==> config.mk <==
export PLATFORM = sky130hd
export DESIGN_NAME = ws2812b_feeder
export DESIGN_NICKNAME = d
export VERILOG_FILES = /design/src/rtl/ws2812b_pkg.sv /design/src/rtl/ws2812b_fifo.sv /design/src/rtl/ws2812b_feeder.sv
export SDC_FILE = /design/constraint.sdc
export NUM_CORES = 1
export LEC_CHECK = 0
export CAP_MARGIN = 15
export CORE_MARGIN = 2
export CORE_UTILIZATION = 50
export DETAILED_ROUTE_END_ITERATION = 10
export PLACE_DENSITY = 0.78
export SLEW_MARGIN = 20
export SYNTH_ARGS = -nofsm -noshare
export SYNTH_HDL_FRONTEND = slang
export SYNTH_HIERARCHICAL = 1
export SYNTH_SLANG_ARGS = --single-unit
==> constraint.sdc <==
create_clock -name clk -period 5.7 [get_ports clk]
set_clock_uncertainty 0.15 [all_clocks]
set_input_delay 0.855 -clock clk [delete_from_list [all_inputs] [get_ports clk]]
set_output_delay 0.855 -clock clk [all_outputs]
set_load 0.05 [all_outputs]
==> src/rtl/ws2812b_pkg.sv <==
// Register map, STATUS layout, color payload and FSM encoding for the WS2812B feeder.
// WS2812B_BRIGHTNESS_EN adds the per-channel brightness scaling helpers.
package ws2812b_pkg;

  localparam int unsigned COLOR_W = 24;
  localparam int unsigned BUS_W   = 32;

  localparam logic [1:0] REG_COLOR   = 2'd0;
  localparam logic [1:0] REG_CTRL    = 2'd1;
  localparam logic [1:0] REG_STATUS  = 2'd2;
  localparam logic [1:0] REG_REFRESH = 2'd3;

  localparam int unsigned STAT_FULL       = 0;
  localparam int unsigned STAT_EMPTY      = 1;
  localparam int unsigned STAT_CAN_ACCEPT = 2;
  localparam int unsigned STAT_COUNT_LSB  = 3;
  localparam int unsigned STAT_COUNT_W    = 4;
  localparam int unsigned STAT_OVF        = 8;

  localparam int unsigned CTRL_AUTO_REFRESH = 8;
  localparam logic [7:0]  BRIGHTNESS_RESET  = 8'hFF;

  typedef struct packed {
    logic [7:0] g;
    logic [7:0] r;
    logic [7:0] b;
  } grb_t;

  typedef enum logic [1:0] {
    ST_IDLE  = 2'd0,
    ST_SCALE = 2'd1,
    ST_OFFER = 2'd2,
    ST_HOLD  = 2'd3
  } state_t;

`ifdef WS2812B_BRIGHTNESS_EN
  // (c * (bright + 1)) >> 8, so bright = 255 is the identity.
  function automatic logic [7:0] scale_chan(input logic [7:0] c, input logic [7:0] bright);
    logic [15:0] prod;
    prod = 16'(c) * (16'(bright) + 16'd1);
    return 8'(prod >> 8);
  endfunction

  function automatic grb_t scale_grb(input grb_t c, input logic [7:0] bright);
    grb_t s;
    s.g = scale_chan(c.g, bright);
    s.r = scale_chan(c.r, bright);
    s.b = scale_chan(c.b, bright);
    return s;
  endfunction
`endif

endpackage

==> src/rtl/ws2812b_fifo.sv <==
// Synchronous color FIFO with occupancy count and registered full/empty flags.
// A push while full is accepted when a pop happens in the same cycle.
module ws2812b_fifo #(
  parameter int unsigned DEPTH = 4,
  parameter int unsigned WIDTH = 24
) (
  input  logic                     clk,
  input  logic                     reset,
  input  logic                     push,
  input  logic                     pop,
  input  logic [WIDTH-1:0]         wdata,
  output logic [WIDTH-1:0]         head_c,
  output logic [$clog2(DEPTH):0]   count,
  output logic                     full,
  output logic                     empty
);

  localparam int unsigned AW = $clog2(DEPTH);
  localparam int unsigned CW = AW + 1;

  logic [WIDTH-1:0] mem [DEPTH];
  logic [AW-1:0]    wr_ptr;
  logic [AW-1:0]    rd_ptr;
  logic             push_ok;
  logic             pop_ok;
  logic [CW-1:0]    count_nxt;

  assign pop_ok  = pop && !empty;
  assign push_ok = push && (!full || pop_ok);
  assign head_c  = mem[rd_ptr];

  always_comb begin
    count_nxt = count;
    if (push_ok && !pop_ok) begin
      count_nxt = count + CW'(1);
    end else if (pop_ok && !push_ok) begin
      count_nxt = count - CW'(1);
    end
  end

  // Pointers wrap naturally because DEPTH is a power of two.
  always_ff @(posedge clk or posedge reset) begin
    if (reset) begin
      wr_ptr <= '0;
      rd_ptr <= '0;
      count  <= '0;
      full   <= 1'b0;
      empty  <= 1'b1;
    end else begin
      if (push_ok) wr_ptr <= wr_ptr + AW'(1);
      if (pop_ok)  rd_ptr <= rd_ptr + AW'(1);
      count <= count_nxt;
      full  <= (count_nxt == CW'(DEPTH));
      empty <= (count_nxt == '0);
    end
  end

  always_ff @(posedge clk) begin
    if (push_ok) mem[wr_ptr] <= wdata;
  end

endmodule

==> src/rtl/ws2812b_feeder.sv <==
// Bus-programmable color feeder for a WS2812B LED driver: FIFO, registers, refresh timer, handoff FSM.
// Define WS2812B_BRIGHTNESS_EN to enable brightness scaling through CTRL[7:0].
module ws2812b_feeder
  import ws2812b_pkg::*;
#(
  parameter int unsigned FIFO_DEPTH      = 4,
  parameter logic [23:0] REFRESH_DEFAULT = 24'd0
) (
  input  logic        clk,
  input  logic        reset,
  input  logic        sel,
  input  logic [3:0]  wstrb,
  input  logic [1:0]  addr,
  input  logic [31:0] data_i,
  output logic [31:0] data_o,
  output logic        ready,
  input  logic        can_accept,
  output logic [23:0] led_data,
  output logic        led_ena
);

  localparam int unsigned FIFO_CW = $clog2(FIFO_DEPTH) + 1;

  logic               access;
  logic               is_read;
  logic               is_write;
  logic               color_wr;
  logic               color_push;
  logic               ctrl_wr;
  logic               refresh_wr;
  logic               ovf_set;
  logic               ovf_clr;
  logic               ovf;
  logic               auto_refresh;
  logic [23:0]        refresh;
  logic [23:0]        refresh_nxt;
  logic [23:0]        refresh_cnt;
  logic               refresh_due;
  logic [COLOR_W-1:0] last_pushed;
  logic [BUS_W-1:0]   status_word;
  logic [BUS_W-1:0]   rd_word;
  logic               offer_take;
  logic               unused_bits;
`ifdef WS2812B_BRIGHTNESS_EN
  logic [7:0]         brightness;
`endif

  state_t             state;
  grb_t               cur_color;
  grb_t               last_sent;
  grb_t               scaled;

  logic               fifo_pop;
  logic [COLOR_W-1:0] fifo_head;
  logic [FIFO_CW-1:0] fifo_count;
  logic               fifo_full;
  logic               fifo_empty;

  assign unused_bits = ^{data_i[31:24], fifo_count};

  // One access per sel assertion: it completes on the edge that raises ready.
  assign access     = sel && !ready;
  assign is_write   = access && (wstrb != 4'b0000);
  assign is_read    = access && (wstrb == 4'b0000);
  assign color_wr   = is_write && (addr == REG_COLOR) && wstrb[0];
  assign ctrl_wr    = is_write && (addr == REG_CTRL);
  assign refresh_wr = is_write && (addr == REG_REFRESH);
  assign ovf_clr    = is_write && (addr == REG_STATUS) && wstrb[1] && data_i[STAT_OVF];

  assign fifo_pop   = (state == ST_IDLE) && !fifo_empty;
  assign color_push = color_wr && (!fifo_full || fifo_pop);
  assign ovf_set    = color_wr && fifo_full && !fifo_pop;

  assign offer_take  = (state == ST_OFFER) && can_accept;
  assign led_ena     = offer_take;
  assign refresh_due = auto_refresh && (refresh != '0) && (refresh_cnt == '0);

  ws2812b_fifo #(
    .DEPTH (FIFO_DEPTH),
    .WIDTH (COLOR_W)
  ) u_fifo (
    .clk    (clk),
    .reset  (reset),
    .push   (color_wr),
    .pop    (fifo_pop),
    .wdata  (data_i[COLOR_W-1:0]),
    .head_c (fifo_head),
    .count  (fifo_count),
    .full   (fifo_full),
    .empty  (fifo_empty)
  );

  always_comb begin
    refresh_nxt = refresh;
    for (int i = 0; i < 3; i++) begin
      if (wstrb[i]) refresh_nxt[8*i +: 8] = data_i[8*i +: 8];
    end
  end

  always_comb begin
    status_word                                  = '0;
    status_word[STAT_FULL]                       = fifo_full;
    status_word[STAT_EMPTY]                      = fifo_empty;
    status_word[STAT_CAN_ACCEPT]                 = can_accept;
    status_word[STAT_COUNT_LSB +: STAT_COUNT_W]  = STAT_COUNT_W'(fifo_count);
    status_word[STAT_OVF]                        = ovf;
  end

  always_comb begin
    rd_word = '0;
    case (addr)
      REG_COLOR:   rd_word = BUS_W'(last_pushed);
      REG_CTRL: begin
        rd_word[CTRL_AUTO_REFRESH] = auto_refresh;
`ifdef WS2812B_BRIGHTNESS_EN
        rd_word[7:0] = brightness;
`endif
      end
      REG_STATUS:  rd_word = status_word;
      REG_REFRESH: rd_word = BUS_W'(refresh);
    endcase
  end

`ifdef WS2812B_BRIGHTNESS_EN
  assign scaled = scale_grb(cur_color, brightness);
`else
  assign scaled = cur_color;
`endif

  // Bus-side registers.
  always_ff @(posedge clk or posedge reset) begin
    if (reset) begin
      ready        <= 1'b0;
      data_o       <= '0;
      ovf          <= 1'b0;
      last_pushed  <= '0;
      auto_refresh <= 1'b0;
      refresh      <= REFRESH_DEFAULT;
`ifdef WS2812B_BRIGHTNESS_EN
      brightness   <= BRIGHTNESS_RESET;
`endif
    end else begin
      ready <= access;
      if (access) data_o <= is_read ? rd_word : '0;
      if (ovf_set) begin
        ovf <= 1'b1;
      end else if (ovf_clr) begin
        ovf <= 1'b0;
      end
      if (color_push) last_pushed <= data_i[COLOR_W-1:0];
      if (ctrl_wr) begin
        if (wstrb[1]) auto_refresh <= data_i[CTRL_AUTO_REFRESH];
`ifdef WS2812B_BRIGHTNESS_EN
        if (wstrb[0]) brightness <= data_i[7:0];
`endif
      end
      if (refresh_wr) refresh <= refresh_nxt;
    end
  end

  // Handoff FSM and refresh timer; led_data only changes when leaving SCALE.
  always_ff @(posedge clk or posedge reset) begin
    if (reset) begin
      state       <= ST_IDLE;
      led_data    <= '0;
      cur_color   <= '0;
      last_sent   <= '0;
      refresh_cnt <= '0;
    end else begin
      if (refresh_wr) begin
        refresh_cnt <= refresh_nxt;
      end else if (offer_take) begin
        refresh_cnt <= refresh;
      end else if (refresh_cnt != '0) begin
        refresh_cnt <= refresh_cnt - 24'(1);
      end

      case (state)
        ST_IDLE: begin
          if (!fifo_empty) begin
            cur_color <= fifo_head;
            state     <= ST_SCALE;
          end else if (refresh_due) begin
            cur_color <= last_sent;
            state     <= ST_SCALE;
          end
        end
        ST_SCALE: begin
          led_data <= scaled;
          state    <= ST_OFFER;
        end
        ST_OFFER: begin
          if (can_accept) begin
            last_sent <= cur_color;
            state     <= ST_HOLD;
          end
        end
        ST_HOLD: state <= ST_IDLE;
      endcase
    end
  end

endmodule

After elaboration in Yosys (flattened, before gate mapping)
Memory sizes are Yosys's and may differ from the RTL's.
Cells that the tools add are included.
Storage, ports and cells
  register bits: 190
  bits in writable memories: 96
  input port bits: 42
  memories kept: 1
Memory list
  u_fifo.mem: words 4, bits a word 24, read ports 1, clocked after Yosys merged registers in 0, write ports 1, RTL line ws2812b_fifo.sv:21  | logic [WIDTH-1:0] mem [DEPTH];
Operators by class
  add/sub/neg operators: 5
  eq/ne operators: 10
  muxes and demuxes: 22
  reductions and logical operators: 43
Operator list (number)
  24-bit two-way mux: 5
  24-bit nonzero test: 2
  32-bit two-way mux: 1
  15-bit case mux with 2 select lines: 1
  24-bit zero test: 1
  8-bit two-way mux: 3
  8-bit case mux with 3 select lines: 1
  24-bit by 1-bit subtractor with 24-bit output, second input constant: 1
  1-bit logical AND: 21
  2-bit == test, second input constant: 4
  2-bit case mux with 4 select lines: 1
  2-bit AND reduction: 4
  1-bit zero test: 6
  2-bit two-way mux: 3
  3-bit two-way mux: 2
  2-bit by 1-bit adder with 2-bit output, second input constant: 2
  2-bit by 1-bit == test with 1-bit output, second input constant: 2
  2-bit zero test: 2
  4-bit zero test: 1
  1-bit two-way mux: 4
  2-bit != test, second input constant: 2
  1-bit case mux with 4 select lines: 1
  4-bit nonzero test: 1
  3-bit by 1-bit adder with 3-bit output, second input constant: 1
  7 further kinds: 8

Depth between registers and ports, before layout
Gate-level depths: netlist of run 1.
  depth after elaboration: 11
  gate-level depth with buffers: 10
  mapped depth without buffers: 8

By module
The synthesis of run 1 kept the hierarchy.
By module, submodules not included
  ws2812b_feeder: times used 1, cells each 759, area each 8023.9 um^2
  ws2812b_fifo: times used 1, cells each 172, area each 3988.8 um^2

Least setup slack after synthesis of run 1
No wires, ideal clock.
  kind: input port to flip-flop
  start point: input sel
  end point: memory u_fifo.mem[0][0], enable pin
  arrival: 2.469 ns
  data required time: 5.167 ns
  setup slack: 2.698 ns
  stages: 7
  cell sequence: nand2b_1 clkbuf_1 clkinv_1 nand3_1 inv_1 a21boi_1 and2_1
Between the ends
  cells in the longest elaborated chain, start to end: 7
RTL lines
  start, declared: RTL line ws2812b_feeder.sv:11  | input logic sel,
  1-bit logical AND: RTL line ws2812b_feeder.sv:62  | assign access = sel && !ready;
  named net access: RTL line ws2812b_feeder.sv:24  | logic access;
  1-bit logical AND: RTL line ws2812b_feeder.sv:63  | assign is_write = access && (wstrb != 4'b0000);
  1-bit logical AND (2 in a row): RTL line ws2812b_feeder.sv:65  | assign color_wr = is_write && (addr == REG_COLOR) && wstrb[0];
  named net color_wr: RTL line ws2812b_feeder.sv:27  | logic color_wr;
  1-bit logical AND: RTL line ws2812b_fifo.sv:29  | assign push_ok = push && (!full || pop_ok);
  1-bit two-way mux: RTL line ws2812b_fifo.sv:59  | if (push_ok) mem[wr_ptr] <= wdata;
  1-bit two-way mux (not written as such): RTL line ws2812b_fifo.sv:59
  end, declared: RTL line ws2812b_fifo.sv:21
The timed path passes the listed nets, and every way through them passes these cells.

Final worst setup path of run 1
  start point: input addr[0]
  end point: memory u_fifo.mem[2][14], enable pin
Between the ends
  cells in the longest elaborated chain, start to end: 6
RTL lines
  start, declared: RTL line ws2812b_feeder.sv:13  | input logic [1:0] addr,
  2-bit zero test: RTL line ws2812b_feeder.sv:65
  1-bit logical AND (2 in a row): RTL line ws2812b_feeder.sv:65
  named net color_wr: RTL line ws2812b_feeder.sv:27
  1-bit logical AND: RTL line ws2812b_fifo.sv:29
  1-bit two-way mux: RTL line ws2812b_fifo.sv:59
  1-bit two-way mux (not written as such): RTL line ws2812b_fifo.sv:59
The timed path passes the listed nets, and every way through them passes these cells.

==> flow_summary.yaml, run 1 <==
finish:
  area_growth_syn_to_layout_pct: 16.3
  drive_gt1_share_pct: 16.8
  antenna_cells: 0
  nets: 1065
global_routing:
  antenna_found_initial: 0
  globalRouteTotalUtil_pct: 21.3
  met1_usage_pct: 31.5
  grt_util_met3_pct: 3.13
  first_global_vias: 7838
  use_met2_pct: 33.5
  grt-ovfl-total: 0
  grt_pass1_wl_um: 43600
  top_usage_layer: "met2"
  grt_max_degree: 119
timing:
  period_share_pct: 64.3
  setup_viol: 0
  slew_violations: 0
  period_needed_ns: 3.66
  clock.fmax_ghz: 0.273
  hold_ws_ns: 0.317
  rsz0062_at_grt: "no"
  hold_viol_final: 0
  slew_headroom_pct: 31.8
  setup-tns-final_ns: 0
  worst_slew_pin_slew_ns: 1.02
clocking:
  cts-root-buf: "clkbuf_16"
  numCtsBuffers: 28
  post-cts-setup-buffers: 0
  cts_tree: "built"
  cts_sinks: 278
  cts-resized-gates: 0
  clk_latency_ns: 0.54
  clk_path_buf_depth: 3
  htree_levels: 1
  hold_buffers: 0
  clkSlewWorstSetupHoldPaths_ns: 0.06
setup_path:
  path_class: "primary input to flip-flop"
  startpoint: "addr[0]"
  r2r_slack_ns: 2.26
  cp_cell_sequence: "clkdlybuf4s50_1, inv_1, ha_1, buf_4, nand3_1, inv_1, a21boi_1, and2_1, buf_4"
  cp-endpoint: "u_fifo/mem[2][14]"
  ff2ff_path_depth: 9
  critPathCaptureType: "flip-flop"
  rr_startpoint: "state[0]"
  cp-start-kind: "primary input"
  cpPeakStageDelay_ns: 0.62
  arrival_ns: 3.74
  slowest_stage: "and2_1"
  worstPathMaxFanout: 24
  required_ns: 5.78
  timing.rr.end: "u_fifo/mem[2][14]"
place:
  dp_hpwl_um: 17500
  io_buffers: 83
  gp_congestion: 0.922
die:
  core_sq_um: 23500
  boundaryPins: 100
  dieWidth_um: 159
  initial_core_util_pct: 51.0
  dieArea_sq_um: 25300
  rows: 56
  die_y_um: 159
yosys:
  synth-seq-area-share_pct: 61.9
  synthDistinctLibCells: 66
  syn_area_sq_um: 12000
  synth_edf_count: 96
  synthCells: 931
  ys_seq_elements: 278
  synth-warning-count: 6
  synth_flop_cell: "dfrtp_1"
  synthArstFlopShare_pct: 65.5
  avgSynthCellArea_sq_um: 12.9
routing:
  via_per_inst: 5.85
  firstDrtPassIters: 5
  drtIter0Drc: 929
  routedWlPerCell_um: 20.0
  ant_nets: 0
  drc: 0
  vias: 7868
  drt_wl_total_um: 27000
job:
  maxCapViolCount: 0
power:
  ir_drop_uv: 282
  totalPowerFinal_mw: 7.00
  p_per_area_nw_per_um2: 501
  p_leak_nw: 5.51
outcome:
  status: "finished clean"
min_path:
  hold_path.class: "flip-flop to flip-flop"
[cell usage after synthesis, types with 4 or more instances]
master    instances  area share (%)
nand3_1           8            0.33
dfrtp_1         181              38
mux2_2           55             5.2
xnor2_1          14             1.0
nand2_1         164             5.1
o22ai_1          12            0.62
o21ai_0          41             1.7
o221ai_1          4            0.29
o22ai_2          20             2.1
buf_4            11            0.69
and3_1            4            0.21
or4_1             5            0.31
nor4_1           12            0.62
a22oi_1          24             1.5
clkbuf_1         33             1.0
and2_1            5            0.26
nor3_1            9            0.37
buf_2             9            0.37
a21oi_1          34             1.4
mux2i_1           8            0.67
inv_1            18            0.56
edfxtp_1         96              24
or3_1             6            0.31
buf_6             4            0.37
a222oi_1          7            0.58
ha_1             18             1.9
a31oi_1           5            0.26
nand2b_1          8            0.42
mux4_2           24             4.5
nor2_1           37             1.2
a211oi_1          4            0.25
[state kept, by name, summed over array words and instances (netlist names), 2 cells and up]
signal	flops
led_data	24
state	2
u_fifo/wr_ptr	2
u_fifo/mem	96
refresh_cnt	24
last_sent	24
cur_color	24
u_fifo/rd_ptr	2
u_fifo/count	3
data_o	24
refresh	24
last_pushed	24
[logic make-up (layout without fill, tap and decap cells)]
| group | count (synthesis) | in the layout | share of synthesized area (%) |
|---|---|---|---|
| DFF | 278 | 278 | 61.9 |
| other | 1 | 8 | 0.0312 |
| AOI/OAI and AO/OA | 171 | 171 | 10.4 |
| xor gates and xnor gates | 17 | 17 | 1.24 |
| adders and majority gates | 18 | 18 | 1.87 |
| and+or+nand+nor | 277 | 277 | 10.7 |
| buffers and inverters | 79 | 168 | 3.17 |
| muxes | 90 | 90 | 10.7 |
[critical path: cells and delay by family]
kind                       cells  cell delay (ns)
AOI/OAI and AO/OA              1             0.47
adders and majority gates      1             0.15
buffers and inverters          5             1.48
and+or+nand+nor                2             0.78
[layout by cell type (no fill, tap or decap), types with 3 or more instances in the layout]
cell type          n
ha_1              17
nor3b_1            3
a222oi_1           7
clkinvlp_4         3
and3_1             4
nor4_1            12
o21ai_0           41
edfxtp_1          96
or4_1              5
xnor2_1           14
a31oi_1            5
inv_1             17
buf_4             14
clkbuf_1           6
nand2b_1           8
mux4_2            24
a22oi_1           24
a21oi_1           33
conb_1             8
and2_1             5
nand2_1          164
dfrtp_1          180
o221ai_1           4
clkdlybuf4s50_1   83
xor2_1             3
o31ai_1            3
nor2_1            37
o22ai_1           12
o22ai_2           20
clkinv_1           7
mux2_2            55
or3_1              6
mux2i_1            8
o211ai_1           3
nor3_1             9
clkbuf_16         29
a211oi_1           4
nand3_1            8
[layout make-up]
cell class              instances  area [sq um]
flip-flops and latches        278          7440
fillers                      1865          9570
well taps                     319           399
clock inverters                16           134
multi-input cells             581          4230
clock buffers                  36           762
inverters                      19          78.8
repair buffers                 97           936
[per-stage QoR]
stage / setup slack (ns) / util, % / instance area, sq um / instances
after floorplan: 0.00650 / - / 12000 / 938
after global placement: 1.64 / 55.5 / 13100 / 1294
after detailed placement: 1.54 / 55.5 / 13100 / 1294
after CTS: 2.06 / 59.3 / 14000 / 1346
after global routing: 1.83 / 59.4 / 14000 / 1346
final: 2.04 / 59.4 / 14000 / 1346
[worst min-delay path by stage]
stage / from / end / slack [ns] / cells after the start
6_report: last_sent[15] / last_sent[15] / 0.32 / 2
5_1_grt: last_sent[7] / last_sent[7] / 0.36 / 2
4_1_cts: last_sent[15] / last_sent[15] / 0.32 / 2
3_5_place_dp: last_sent[15] / last_sent[15] / 0.31 / 2
3_3_place_gp: last_sent[7] / last_sent[7] / 0.30 / 2
2_1_floorplan: last_sent[15] / last_sent[15] / 0.29 / 2
[metal layers]
metal | part of all wire (%) | wire length [um] | vias up
met5 | 0 | 0 | -
met4 | 2.5 | 684 | 0
met3 | 6.5 | 1760 | 53
met2 | 47 | 12700 | 338
met1 | 44 | 11800 | 3946
li1 | - | - | 3531
[report_power, final]
| part | leakage (nW) | internal [mW] | total [mW] | switching (mW) |
|---|---|---|---|---|
| registers | 3.08 | 2.57 | 3.03 | 0.456 |
| logic | 2.01 | 0.974 | 2.18 | 1.21 |
| clock network | 0.422 | 1.03 | 1.79 | 0.760 |
Note: power is estimated with default switching activity, not from simulation.
==> run 2, diff against run 1 <==
--- a/config.mk
+++ b/config.mk
@@ -9,7 +9,7 @@
 export CORE_MARGIN = 2
 export CORE_UTILIZATION = 50
 export DETAILED_ROUTE_END_ITERATION = 10
-export PLACE_DENSITY = 0.78
+export PLACE_DENSITY = 0.75
 export SLEW_MARGIN = 20
 export SYNTH_ARGS = -nofsm -noshare
 export SYNTH_HDL_FRONTEND = slang
==> constraint.sdc (replaced) <==
create_clock -name clk -period 3.4 [get_ports clk]
set_clock_uncertainty 0.15 [all_clocks]
set_input_delay 0.51 -clock clk [delete_from_list [all_inputs] [get_ports clk]]
set_output_delay 0.51 -clock clk [all_outputs]
set_load 0.05 [all_outputs]
==> run 2 against run 1 <==
Sequential share of layout area shrank 0.73 points. Combinational power grew 74%. Non-clock buffer count grew 18. Routed wire length shrank 2.0%. Die area is the same. First-iteration DRC count shrank 28%. Clock-buffer cell count shrank 3. Power grew 69%. Critical path depth shrank 2. Final area grew 1.4%. Sequential power grew 64%. Setup slack lost 1.5 ns.
==> flow_summary.yaml, run 2 (synthesized netlist as in run 1, its figures left out) <==
place:
  io_buffers: 83
  placed_area_sq_um: 13300
  dp_hpwl_um: 17700
  gp_congestion: 0.923
setup_path:
  slowest_stage: "or4_1"
  startpoint: "refresh_cnt[8]"
  cp-start-kind: "flip-flop"
  required_ns: 3.66
  critPathCaptureType: "flip-flop"
  cpPeakStageDelay_ns: 0.69
  path_class: "flip-flop to flip-flop"
  worstPathMaxFanout: 21
  arrival_ns: 3.17
  cp_cell_sequence: "or4_1, nor4_4, and4_1, o2111ai_4, buf_4, o22ai_2, a21oi_1"
  rr_startpoint: "refresh_cnt[8]"
timing:
  setup-tns-final_ns: 0
  clock.fmax_ghz: 0.343
  worst_slew_pin_slew_ns: 0.739
  hold_viol_final: 0
  slew_violations: 0
  setup_viol: 0
  period_share_pct: 85.7
  slew_headroom_pct: 50.2
  rsz0062_at_grt: "no"
  period_needed_ns: 2.91
power:
  p_per_area_nw_per_um2: 835
  p_leak_nw: 5.64
  ir_drop_uv: 416
outcome:
  status: "finished clean"
finish:
  final_area_sq_um: 14200
  drive_gt1_share_pct: 18.4
  nets: 1082
  final_common_cell: "dfrtp_1"
  layout_common_cells: "181 x dfrtp_1, 164 x nand2_1, 96 x edfxtp_1, 82 x clkdlybuf4s50_1, 55 x mux2_2"
  area_growth_syn_to_layout_pct: 17.9
  largest_register_ff_count: 96
  antenna_cells: 0
  fillCellCount: 1872
  seq_area_sq_um: 7440
  top_register: "u_fifo/mem"
  multi_input_area_sq_um: 4220
min_path:
  hold_path.class: "primary input to async pin"
routing:
  via_per_inst: 5.73
  drtIter0Drc: 667
  drt_wl_total_um: 26400
  firstDrtPassIters: 7
  drc: 0
  routedWlPerCell_um: 19.4
  vias: 7789
  ant_nets: 0
die:
  die_y_um: 159
  dieWidth_um: 159
  boundaryPins: 100
  core_sq_um: 23500
  dieArea_sq_um: 25300
  rows: 56
  initial_core_util_pct: 51.0
global_routing:
  grt_pass1_wl_um: 42900
  grt-ovfl-total: 0
  grt_max_degree: 100
  antenna_found_initial: 0
  first_global_vias: 7848
  globalRouteTotalUtil_pct: 21.1
clocking:
  numCtsBuffers: 27
  post-cts-setup-buffers: 0
  clk_latency_ns: 0.54
  cts-root-buf: "clkbuf_16"
  cts_sinks: 278
  htree_levels: 1
  cts_tree: "built"
  clk_path_buf_depth: 3
  hold_buffers: 0
  clkSlewWorstSetupHoldPaths_ns: 0.07
  cts-resized-gates: 0
job:
  maxCapViolCount: 0
## run 2: changes by cell type in the layout (fill, tap and decap cells not counted), sizes merged
cell	previous run	this run
buf	14	33
clkinvlp	5	1
clkbuf	36	33
clkinv	10	12
bufinv	2	3
clkdlybuf4s50	83	82
## run 2: area by class of cell
class                      count  area share (%)
inverter                      19           0.530
tap                          319            2.82
multi-input combinational    581            29.8
sequential                   278            52.5
clock buffer                  33            5.37
clock inverter                15            1.08
timing repair buffer         115            7.89
## run 2: worst paths after layout
path                       cells after the start                to  slack, ns
max reg2reg                                    7      cur_color[8]       0.49
min                                            2   u_fifo/count[2]       0.17
min in group clk                               1  u_fifo/rd_ptr[1]       0.32
max                                            7      cur_color[8]       0.49
max in group asynchronous                      3       refresh[10]       2.04
min reg2reg                                    1  u_fifo/rd_ptr[1]       0.32
## run 2: per-stage QoR
stage	hold WS [ns]	cells	worst slack (ns)	util, %	power (mW)
final	0.168	1360	0.486	60.2	11.8
after global routing	0.233	1360	0.344	60.2	12.5
after CTS	0.169	1360	0.505	60.2	11.9
after detailed placement	0.307	1312	0.336	56.3	8.83
after global placement	0.299	1312	0.328	56.3	8.67
after floorplan	0.187	938	0.529	-	7.74
## run 2: where the power goes
part / internal, mW / switching, mW / leakage (nW)
combinational: 1.68 / 2.12 / 2.11
sequential: 4.31 / 0.661 / 3.08
clock: 1.81 / 1.25 / 0.455
total: 7.80 / 4.04 / 5.64
## run 2: critical path: cells and delay by family (launching register included)
kind / cells / cell delay [ns]
AND/OR/NAND/NOR: 3 / 1.47
flip-flops: 1 / 0.45
AO/OA/AOI/OAI: 3 / 0.40
buffers and inverters: 1 / 0.28
## run 2: routing by layer
layer	wire, um	share of wire, %	vias up	GRT usage (%)
li1	-	-	3552	-
met1	11900	45	3935	30.8
met2	12400	47	257	33.1
met3	1510	5.7	45	3.20
met4	626	2.4	0	6.20
met5	0	0	-	0
==> run 3, diff against run 2 <==
--- a/config.mk
+++ b/config.mk
@@ -5,7 +5,7 @@
 export SDC_FILE = /design/constraint.sdc
 export NUM_CORES = 1
 export LEC_CHECK = 0
-export CAP_MARGIN = 15
+export CAP_MARGIN = 20
 export CORE_MARGIN = 2
 export CORE_UTILIZATION = 50
 export DETAILED_ROUTE_END_ITERATION = 10
==> results of run 3 <==
Same layout as run 2: the final DEF is identical, and so are final timing and power.
